$ cat src/rtl/rst_seq_ctrl_pkg.sv
// rst_seq_pkg: shared state encoding, cause-bit positions and width helper for the reset sequencer.
package rst_seq_pkg;
  typedef enum logic [1:0] {ASSERT = 2'b00, RELEASE = 2'b01, DONE = 2'b10} state_t;
  localparam int SRC_EXT = 0;
  localparam int SRC_SW = 1;
  function automatic int cw(input int v);
    return $clog2(v) + 1;
  endfunction
endpackage

$ cat src/rtl/rst_seq_ctrl_if.sv
// rst_seq_ctrl_if: reset request inputs and sequenced reset outputs of one clock domain.
interface rst_seq_ctrl_if #(parameter int NUM_CH = 3);
  logic rst_req_n;
  logic sw_rst;
  logic [NUM_CH-1:0] sync_rst;
  logic rst_done;
  logic [1:0] last_src;
  modport master(output rst_req_n, sw_rst, input sync_rst, rst_done, last_src);
  modport slave(input rst_req_n, sw_rst, output sync_rst, rst_done, last_src);
endinterface

$ cat src/rtl/rst_seq_ctrl_bit_sync.sv
// bit_sync: STAGES-deep single-bit synchroniser with synchronous active-low clear.
module bit_sync #(parameter int STAGES = 2) (
  input  logic clk,
  input  logic rst_n,
  input  logic d,
  output logic q
);
  logic [STAGES-1:0] chain;
  always_ff @(posedge clk) chain <= !rst_n ? '0 : {chain[STAGES-2:0], d};
  assign q = chain[STAGES-1];
endmodule

$ cat src/rtl/rst_seq_ctrl.sv
// rst_seq_ctrl: asserts all channel resets together on any request, then releases them in index order.
module rst_seq_ctrl
  import rst_seq_pkg::*;
#(
  parameter int NUM_STAGES  = 2,
  parameter int NUM_CH      = 3,
  parameter int MIN_ASSERT  = 4,
  parameter int RELEASE_GAP = 2
) (
  input logic clk,
  input logic rst,
  rst_seq_ctrl_if.slave bus
);
  localparam int CW = cw(MIN_ASSERT > RELEASE_GAP ? MIN_ASSERT : RELEASE_GAP);
  localparam int IW = cw(NUM_CH);
  state_t state;
  logic [CW-1:0] cnt;
  logic [IW-1:0] idx;
  logic [NUM_CH-1:0] sync_rst;
  logic rst_done;
  logic [1:0] last_src;
  logic req_q;
  logic ext_req;
  logic req;
  bit_sync #(.STAGES(NUM_STAGES)) u_sync (.clk(clk), .rst_n(rst), .d(bus.rst_req_n), .q(req_q));
  assign ext_req = ~req_q;
  assign req = ext_req | bus.sw_rst;
  always_ff @(posedge clk)
    if (!rst) begin
      state <= ASSERT;
      cnt <= '0;
      idx <= '0;
      sync_rst <= '0;
      rst_done <= 1'b0;
      last_src <= 2'b01;
    end else if (req) begin
      state <= ASSERT;
      cnt <= '0;
      idx <= '0;
      sync_rst <= '0;
      rst_done <= 1'b0;
      last_src[SRC_SW] <= bus.sw_rst;
      last_src[SRC_EXT] <= ext_req;
    end else
      case (state)
        ASSERT:
          if (cnt == CW'(MIN_ASSERT - 1)) begin
            sync_rst <= NUM_CH'(1);
            cnt <= '0;
            if (NUM_CH == 1) begin
              state <= DONE;
              rst_done <= 1'b1;
            end else begin
              state <= RELEASE;
              idx <= IW'(1);
            end
          end else cnt <= cnt + CW'(1);
        RELEASE:
          if (cnt == CW'(RELEASE_GAP - 1)) begin
            sync_rst <= sync_rst | (NUM_CH'(1) << idx);
            cnt <= '0;
            idx <= idx + IW'(1);
            if (idx == IW'(NUM_CH - 1)) begin
              state <= DONE;
              rst_done <= 1'b1;
            end
          end else cnt <= cnt + CW'(1);
        default: ;
      endcase
  assign bus.sync_rst = sync_rst;
  assign bus.rst_done = rst_done;
  assign bus.last_src = last_src;
endmodule

$ cat src/flat_wrapper.sv
// flat-port wrapper written by rule: the top's interface ports become plain ports
module rst_seq_ctrl_flat import rst_seq_pkg::*;
#(
  parameter int NUM_STAGES  = 2,
  parameter int NUM_CH      = 3,
  parameter int MIN_ASSERT  = 4,
  parameter int RELEASE_GAP = 2
)
  (clk, rst, bus_rst_req_n, bus_sw_rst, bus_sync_rst, bus_rst_done, bus_last_src);
  rst_seq_ctrl_if #(.NUM_CH(NUM_CH)) bus_i ();
  input logic clk;
  input logic rst;
  input wire logic [$bits(bus_i.rst_req_n)-1:0] bus_rst_req_n;
  input wire logic [$bits(bus_i.sw_rst)-1:0] bus_sw_rst;
  output wire logic [$bits(bus_i.sync_rst)-1:0] bus_sync_rst;
  output wire logic [$bits(bus_i.rst_done)-1:0] bus_rst_done;
  output wire logic [$bits(bus_i.last_src)-1:0] bus_last_src;
  assign bus_i.rst_req_n = bus_rst_req_n;
  assign bus_i.sw_rst = bus_sw_rst;
  assign bus_sync_rst = bus_i.sync_rst;
  assign bus_rst_done = bus_i.rst_done;
  assign bus_last_src = bus_i.last_src;
  rst_seq_ctrl #(.NUM_STAGES(NUM_STAGES), .NUM_CH(NUM_CH), .MIN_ASSERT(MIN_ASSERT), .RELEASE_GAP(RELEASE_GAP)) u_core (.clk(clk), .rst(rst), .bus(bus_i));
endmodule
$ cat config.mk
export PLATFORM = sky130hd
export DESIGN_NAME = rst_seq_ctrl_flat
export DESIGN_NICKNAME = d
export VERILOG_FILES = /design/src/rtl/rst_seq_ctrl_pkg.sv /design/src/rtl/rst_seq_ctrl_if.sv /design/src/rtl/rst_seq_ctrl_bit_sync.sv /design/src/rtl/rst_seq_ctrl.sv /design/src/flat_wrapper.sv
export SDC_FILE = /design/constraint.sdc
export NUM_CORES = 1
export LEC_CHECK = 0
export CAP_MARGIN = 0
export CELL_PAD_IN_SITES_DETAIL_PLACEMENT = 0
export CELL_PAD_IN_SITES_GLOBAL_PLACEMENT = 2
export CORE_UTILIZATION = 34
export CTS_CLUSTER_DIAMETER = 100
export DETAILED_ROUTE_END_ITERATION = 10
export GPL_TIMING_DRIVEN = 0
export HOLD_SLACK_MARGIN = 0.06
export PLACE_DENSITY = 0.79
export SLEW_MARGIN = 25
export SYNTH_ARGS = -nofsm -noshare
export SYNTH_HDL_FRONTEND = slang
export SYNTH_SLANG_ARGS = --single-unit
$ cat constraint.sdc
create_clock -name clk -period 2.7 [get_ports clk]
set_input_delay 0.81 -clock clk [delete_from_list [all_inputs] [get_ports clk]]
set_output_delay 0.81 -clock clk [all_outputs]
set_load 0.01 [all_outputs]
==> results of run 1 <==
state kept, by name (all words and copies together), names as in the netlist:
name	cells
u_core.bus.sync_rst	3
u_core.bus.last_src	2
u_core.state	2
u_core.u_sync.chain	2
u_core.cnt	3
u_core.bus.rst_done	1
u_core.idx	3
cells by family after synthesis:
| kind of cell | after synthesis | share of synthesized area |
|---|---|---|
| AOI/OAI and AO/OA | 15 | 0.147 |
| xor gates and xnor gates | 1 | 0.0118 |
| adders and majority gates | 8 | 0.135 |
| buffers and inverters | 12 | 0.0778 |
| DFF | 16 | 0.433 |
| and+or+nand+nor | 24 | 0.195 |
power groups by stage:
stage,clock network [mW],registers [mW],logic (mW)
floorplan,0,0.246,0.00403
global placement,0,0.245,0.0126
global route,0.174,0.241,0.0139
detailed placement,0,0.245,0.0126
finish,0.159,0.240,0.0127
CTS,0.165,0.240,0.0128
cell type report:
cell class / count / area, µm²
Tap cell: 27 / 33.8
Fill cell: 206 / 1100
Multi-Input combinational cell: 48 / 362
Buffer: 3 / 22.5
Timing Repair Buffer: 9 / 90.1
Inverter: 9 / 35.0
Clock buffer: 4 / 36.3
Sequential cell: 16 / 320
cell usage after synthesis:
library cell | count | area, µm²
clkbuf_1 | 1 | 3.75
inv_1 | 8 | 30.0
or4_1 | 2 | 15.0
clkinv_2 | 1 | 5.00
nor3_1 | 3 | 15.0
nor3b_1 | 1 | 7.51
ha_1 | 8 | 100
a31oi_1 | 2 | 12.5
buf_4 | 1 | 7.51
a2111oi_0 | 1 | 8.76
nand3b_1 | 1 | 7.51
a21oi_1 | 4 | 20.0
a22o_1 | 1 | 8.76
nor4bb_1 | 1 | 10.0
nand3_1 | 1 | 5.00
o21ba_1 | 2 | 20.0
and3b_1 | 1 | 8.76
a21o_1 | 1 | 7.51
and3_4 | 1 | 11.3
and2_1 | 2 | 12.5
o211ai_1 | 1 | 7.51
a21boi_1 | 1 | 7.51
nor2_1 | 5 | 18.8
buf_6 | 1 | 11.3
nor2b_1 | 4 | 25.0
nand2_1 | 2 | 7.51
xnor2_1 | 1 | 8.76
o21a_1 | 1 | 7.51
dfxtp_1 | 16 | 320
a311oi_1 | 1 | 8.76
metal layers:
metal	track usage	share of wire	up-vias
met5	0	0	-
met4	0.0735	0.0093	0
met3	0.0189	0.019	2
met2	0.197	0.45	4
met1	0.158	0.52	244
li1	-	-	287
final timing paths:
path	cells past startpoint	endpoint	from	slack [ns]
setup / recovery	1	bus_last_src[0]	u_core.bus.last_src[0]$_SDFFE_PN1P_	0.73
hold / removal	1	u_core.u_sync.chain[1]$_SDFF_PN0_	u_core.u_sync.chain[0]$_SDFF_PN0_	0.44
setup reg to reg	5	u_core.idx[1]$_SDFFE_PP0P_	u_core.cnt[0]$_SDFFE_PP0P_	0.95
hold reg to reg	1	u_core.u_sync.chain[1]$_SDFF_PN0_	u_core.u_sync.chain[0]$_SDFF_PN0_	0.44
through the flow:
stage / worst slack (ns) / cell area [µm²] / util
floorplan: 1.12 / 739 / -
global placement: 0.474 / 863 / 0.431
detailed placement: 0.475 / 863 / 0.431
CTS: 0.711 / 900 / 0.449
global route: 0.664 / 900 / 0.449
finish: 0.726 / 900 / 0.449
==> results.ini, run 1 <==
[status]
status=completed

[setup_path]
crit_path_start_kind=flip-flop
crit_required_ns=1.89
crit_type=flip-flop to output port
crit_arrival_ns=1.16
crit_buf_inv=1
critPathMaxStageDelay_ns=0.54
cp-end-kind=output port
crit_path_max_fanout=2
cp_top_family=buffers and inverters
path_cells=clkdlybuf4s50_1
slowest_stage=clkdlybuf4s50_1

[clocking]
insertion_delay_ns=0.28
cts.path.max_buffers=2
cts_tree=built
cts_num_sinks=16
postCtsHoldBufs=0
root_buffer=clkbuf_4
cts_setup_buffers=0
cts_buffers=3
cts-resized-gates=0
cts_max_level=1
path_clk_slew_ns=0.10

[sta]
hold_violations=0
fin_skew_ns=0.00104
fmax_mhz=507
min_period_ns=1.97
slew_violations=0
slew_headroom=0.609
final-setup-viol-count=0
period_share=0.731
rsz0062_at_grt=no
hold_ws_ns=0.442
finalSetupTns_ns=0
tightestPinTransition_ns=0.585

[pwr]
switching_share=0.201
power_density_nw_per_um2=457
p_clk_frac=0.386
pwr-share-comb=0.031
p_sw_mw=0.0826
power_leakage_nw=0.376
p_int_mw=0.329
ir_worst_vdd_uv=243
p_seq_frac=0.583
p_total_mw=0.411

[die]
coreArea_um2=2000
io_pins=10
die_w_um=48.6
dieArea_um2=2370
rows=16
dieHeight_um=48.6
start_util=0.369

[route]
viasPerCell=4.63
drtIter0Drc=4
wl_per_cell_um=11.2
drc=0
dr_total_vias=537
dr.pass1.iters=2
wl_um=1290
ant_nets=0

[placement]
place.gp.congestion=0.622
place_hpwl_um=941
port_buffers=9
dp.cells=112

[synthesis]
ys_seq_area_frac=0.433
synth.cell_area_um2=739
synth.distinct_cells=30
syn_nets=88
synth_seq_cells=16
synthCells=76
syn_avg_cell_area_um2=9.73
ys_warn_count=0

[global_route]
grt_max_degree=11
grt-ovfl-total=0
grt_pass1_wl_um=2260
grt_pass1_vias=507
track_usage=0.124
antenna_found_initial=0

[final_layout]
diodes=0
drive_above_1_share=0.0899
layout_commonest_cell=dfxtp_1
synthToLayoutAreaGrowth_pct=21.7
fin_cells=116
mostFrequentLayoutCells=dfxtp_1 (16), clkdlybuf4s50_1 (9), inv_1 (8), ha_1 (8), nor2_1 (5)
nNetsFinal=102

[worst_hold_path]
hold_path.class=flip-flop to flip-flop

[flow_run]
drv_cap=0

(Power assumes the default switching activity.)
==> run 2, diff against run 1 <==
CORE_UTILIZATION = 29   (was 34)
PLACE_DENSITY = 0.72   (was 0.79)
clock period = 1.8 ns   (was 2.7 ns; I/O delays follow)
==> run 2 against run 1 <==
  * Sequential power up 50%
  * Worst setup slack lost 0.63 ns
  * Cell area increased by 0.83%
  * Non-clock buffer count is the same
  * Global-route usage fell by 0.59 points
  * Clock skew rose by 0.0023 ns
  * Largest cell class unchanged
  * Count of clock-buffer cells in the layout unchanged
  * Critical path type unchanged
  * Register-to-register slack got worse by 0.68 ns
  * Cell count grew 0.86%
==> results.ini, run 2 (same netlist as run 1, synthesis figures left out) <==
[status]
status=completed

[sta]
tightestPinTransition_ns=0.452  ; -0.133 ns
period_share=0.946
slew_headroom=0.699  ; +0.0896
fmax_mhz=587
final-setup-viol-count=0  ; unchanged
worst_slack_ns=0.0970  ; -0.629 ns
fin_skew_ns=0.00333  ; +0.00229 ns
hold_violations=0  ; unchanged
rsz0062_at_grt=no
finalSetupTns_ns=0  ; unchanged
slew_violations=0  ; unchanged
min_period_ns=1.70

[clocking]
insertion_delay_ns=0.28  ; about the same
cts_buffers=3  ; unchanged
cts.path.max_buffers=2  ; unchanged
cts_tree=built
cts_max_level=1  ; unchanged
path_clk_slew_ns=0.09  ; about the same
cts_num_sinks=16  ; unchanged
cts_setup_buffers=0  ; unchanged
root_buffer=clkbuf_4

[global_route]
grt_max_degree=11  ; unchanged
track_usage=0.118  ; -0.00591
antenna_found_initial=0  ; unchanged
grt-ovfl-total=0  ; unchanged
grt_pass1_wl_um=2350  ; +3.9%
grt_pass1_vias=536  ; +5.7%

[final_layout]
top_regs=u_core.bus.sync_rst x3, u_core.cnt x3, u_core.idx x3
drive_above_1_share=0.101  ; +0.0112
synthToLayoutAreaGrowth_pct=22.7
mostFrequentLayoutCells=dfxtp_1 (16), clkdlybuf4s50_1 (9), inv_1 (8), ha_1 (8), nor2_1 (5)
diodes=0  ; unchanged
nNetsFinal=102  ; unchanged
fin_cells=117  ; +0.86%
nFillCells=242  ; +17%
layout_commonest_cell=dfxtp_1

[die]
dieArea_um2=2760  ; +17%
rows=17  ; +1
coreArea_um2=2300  ; +15%
start_util=0.322  ; -0.0475
die_w_um=52.5  ; +7.9%
dieHeight_um=52.5  ; +7.9%
io_pins=10  ; unchanged

[pwr]
ir_worst_vdd_uv=366  ; +51%
power_leakage_nw=0.380  ; +1.3%
power_density_nw_per_um2=679  ; +48%

[route]
drtIter0Drc=7  ; +3
ant_nets=0  ; unchanged
wl_per_cell_um=11.1  ; -0.17%
dr.pass1.iters=3  ; +1
drc=0  ; unchanged
viasPerCell=4.61  ; -0.49%
dr_total_vias=539  ; +0.37%
wl_um=1300  ; +0.70%

[placement]
place_hpwl_um=951  ; +1.1%
place.gp.congestion=0.603  ; -3.1%
port_buffers=9  ; unchanged
dp_slack_ns=-0.167  ; -0.642 ns
dp.cells=113  ; +0.89%

[setup_path]
cp-end-kind=output port
crit_path_start_kind=flip-flop
cp_top_family=buffers and inverters
crit_type=flip-flop to output port
crit_arrival_ns=1.16  ; about the same
slowest_stage=clkdlybuf4s50_1
path_cells=clkdlybuf4s50_1
crit_path_max_fanout=2  ; unchanged
crit_buf_inv=1  ; unchanged
crit_required_ns=1.26  ; -0.63 ns
critPathMaxStageDelay_ns=0.54  ; about the same

[flow_run]
drv_cap=0  ; unchanged

[worst_hold_path]
hold_path.class=flip-flop to flip-flop

[run 2: cell counts in the layout (fill, tap and decap cells not counted)]
No cell type changed its count.
[run 2: path summary, 6_finish.rpt]
check                                      end  slack (ns)  depth (start not counted)                               from
max                               bus_rst_done         0.1                          1   u_core.bus.rst_done$_SDFFE_PP0P_
min          u_core.u_sync.chain[1]$_SDFF_PN0_        0.44                          1  u_core.u_sync.chain[0]$_SDFF_PN0_
max reg2reg         u_core.cnt[0]$_SDFFE_PP0P_        0.27                          5         u_core.cnt[0]$_SDFFE_PP0P_
min reg2reg  u_core.u_sync.chain[1]$_SDFF_PN0_        0.44                          1  u_core.u_sync.chain[0]$_SDFF_PN0_
[run 2: routing by layer]
layer | wire (µm) | vias to the layer above | global-route usage
met1 | 694 | 251 | 0.150
met4 | 14 | 0 | 0.0658
met3 | 22 | 2 | 0.0348
met2 | 573 | 3 | 0.175
met5 | 0 | - | 0
li1 | - | 283 | -
[run 2: cell type report]
class	instances	area [µm²]	area share
plain buffers	3	22.5	0.0248
well taps	28	35.0	0.0386
repair buffers	9	90.1	0.0993
multi-input cells	48	368	0.406
flip-flops and latches	16	320	0.353
inverters	9	35.0	0.0386
clock buffers	4	36.3	0.0400
[run 2: where the power goes]
group          switching (mW)  leakage [nW]  internal (mW)
clock network           0.114        0.0210          0.123
logic                 0.00662         0.230         0.0123
registers             0.00196         0.130          0.358
total                   0.123         0.380          0.493
[run 2: metrics by stage]
step / power (mW) / hold slack [ns] / utilization / cell area (µm²)
CTS: 0.626 / 0.446 / 0.392 / 901
global placement: 0.387 / 0.415 / 0.376 / 865
finish: 0.616 / 0.442 / 0.395 / 907
floorplan: 0.375 / 0.408 / - / 739
global route: 0.645 / 0.465 / 0.395 / 907
detailed placement: 0.387 / 0.423 / 0.376 / 865
[run 2: what timing repair did]
action                                  CTS  global route
endpoints found under the setup margin    0             4
hold buffers                              0             0
gates resized for setup                   0             2
endpoints found under the hold margin     0             0
==> run 3, diff against run 2 <==
CTS_CLUSTER_SIZE = 20   (was unset)
==> results of run 3 <==
No change in the layout: final DEF, timing and power equal those of run 2.
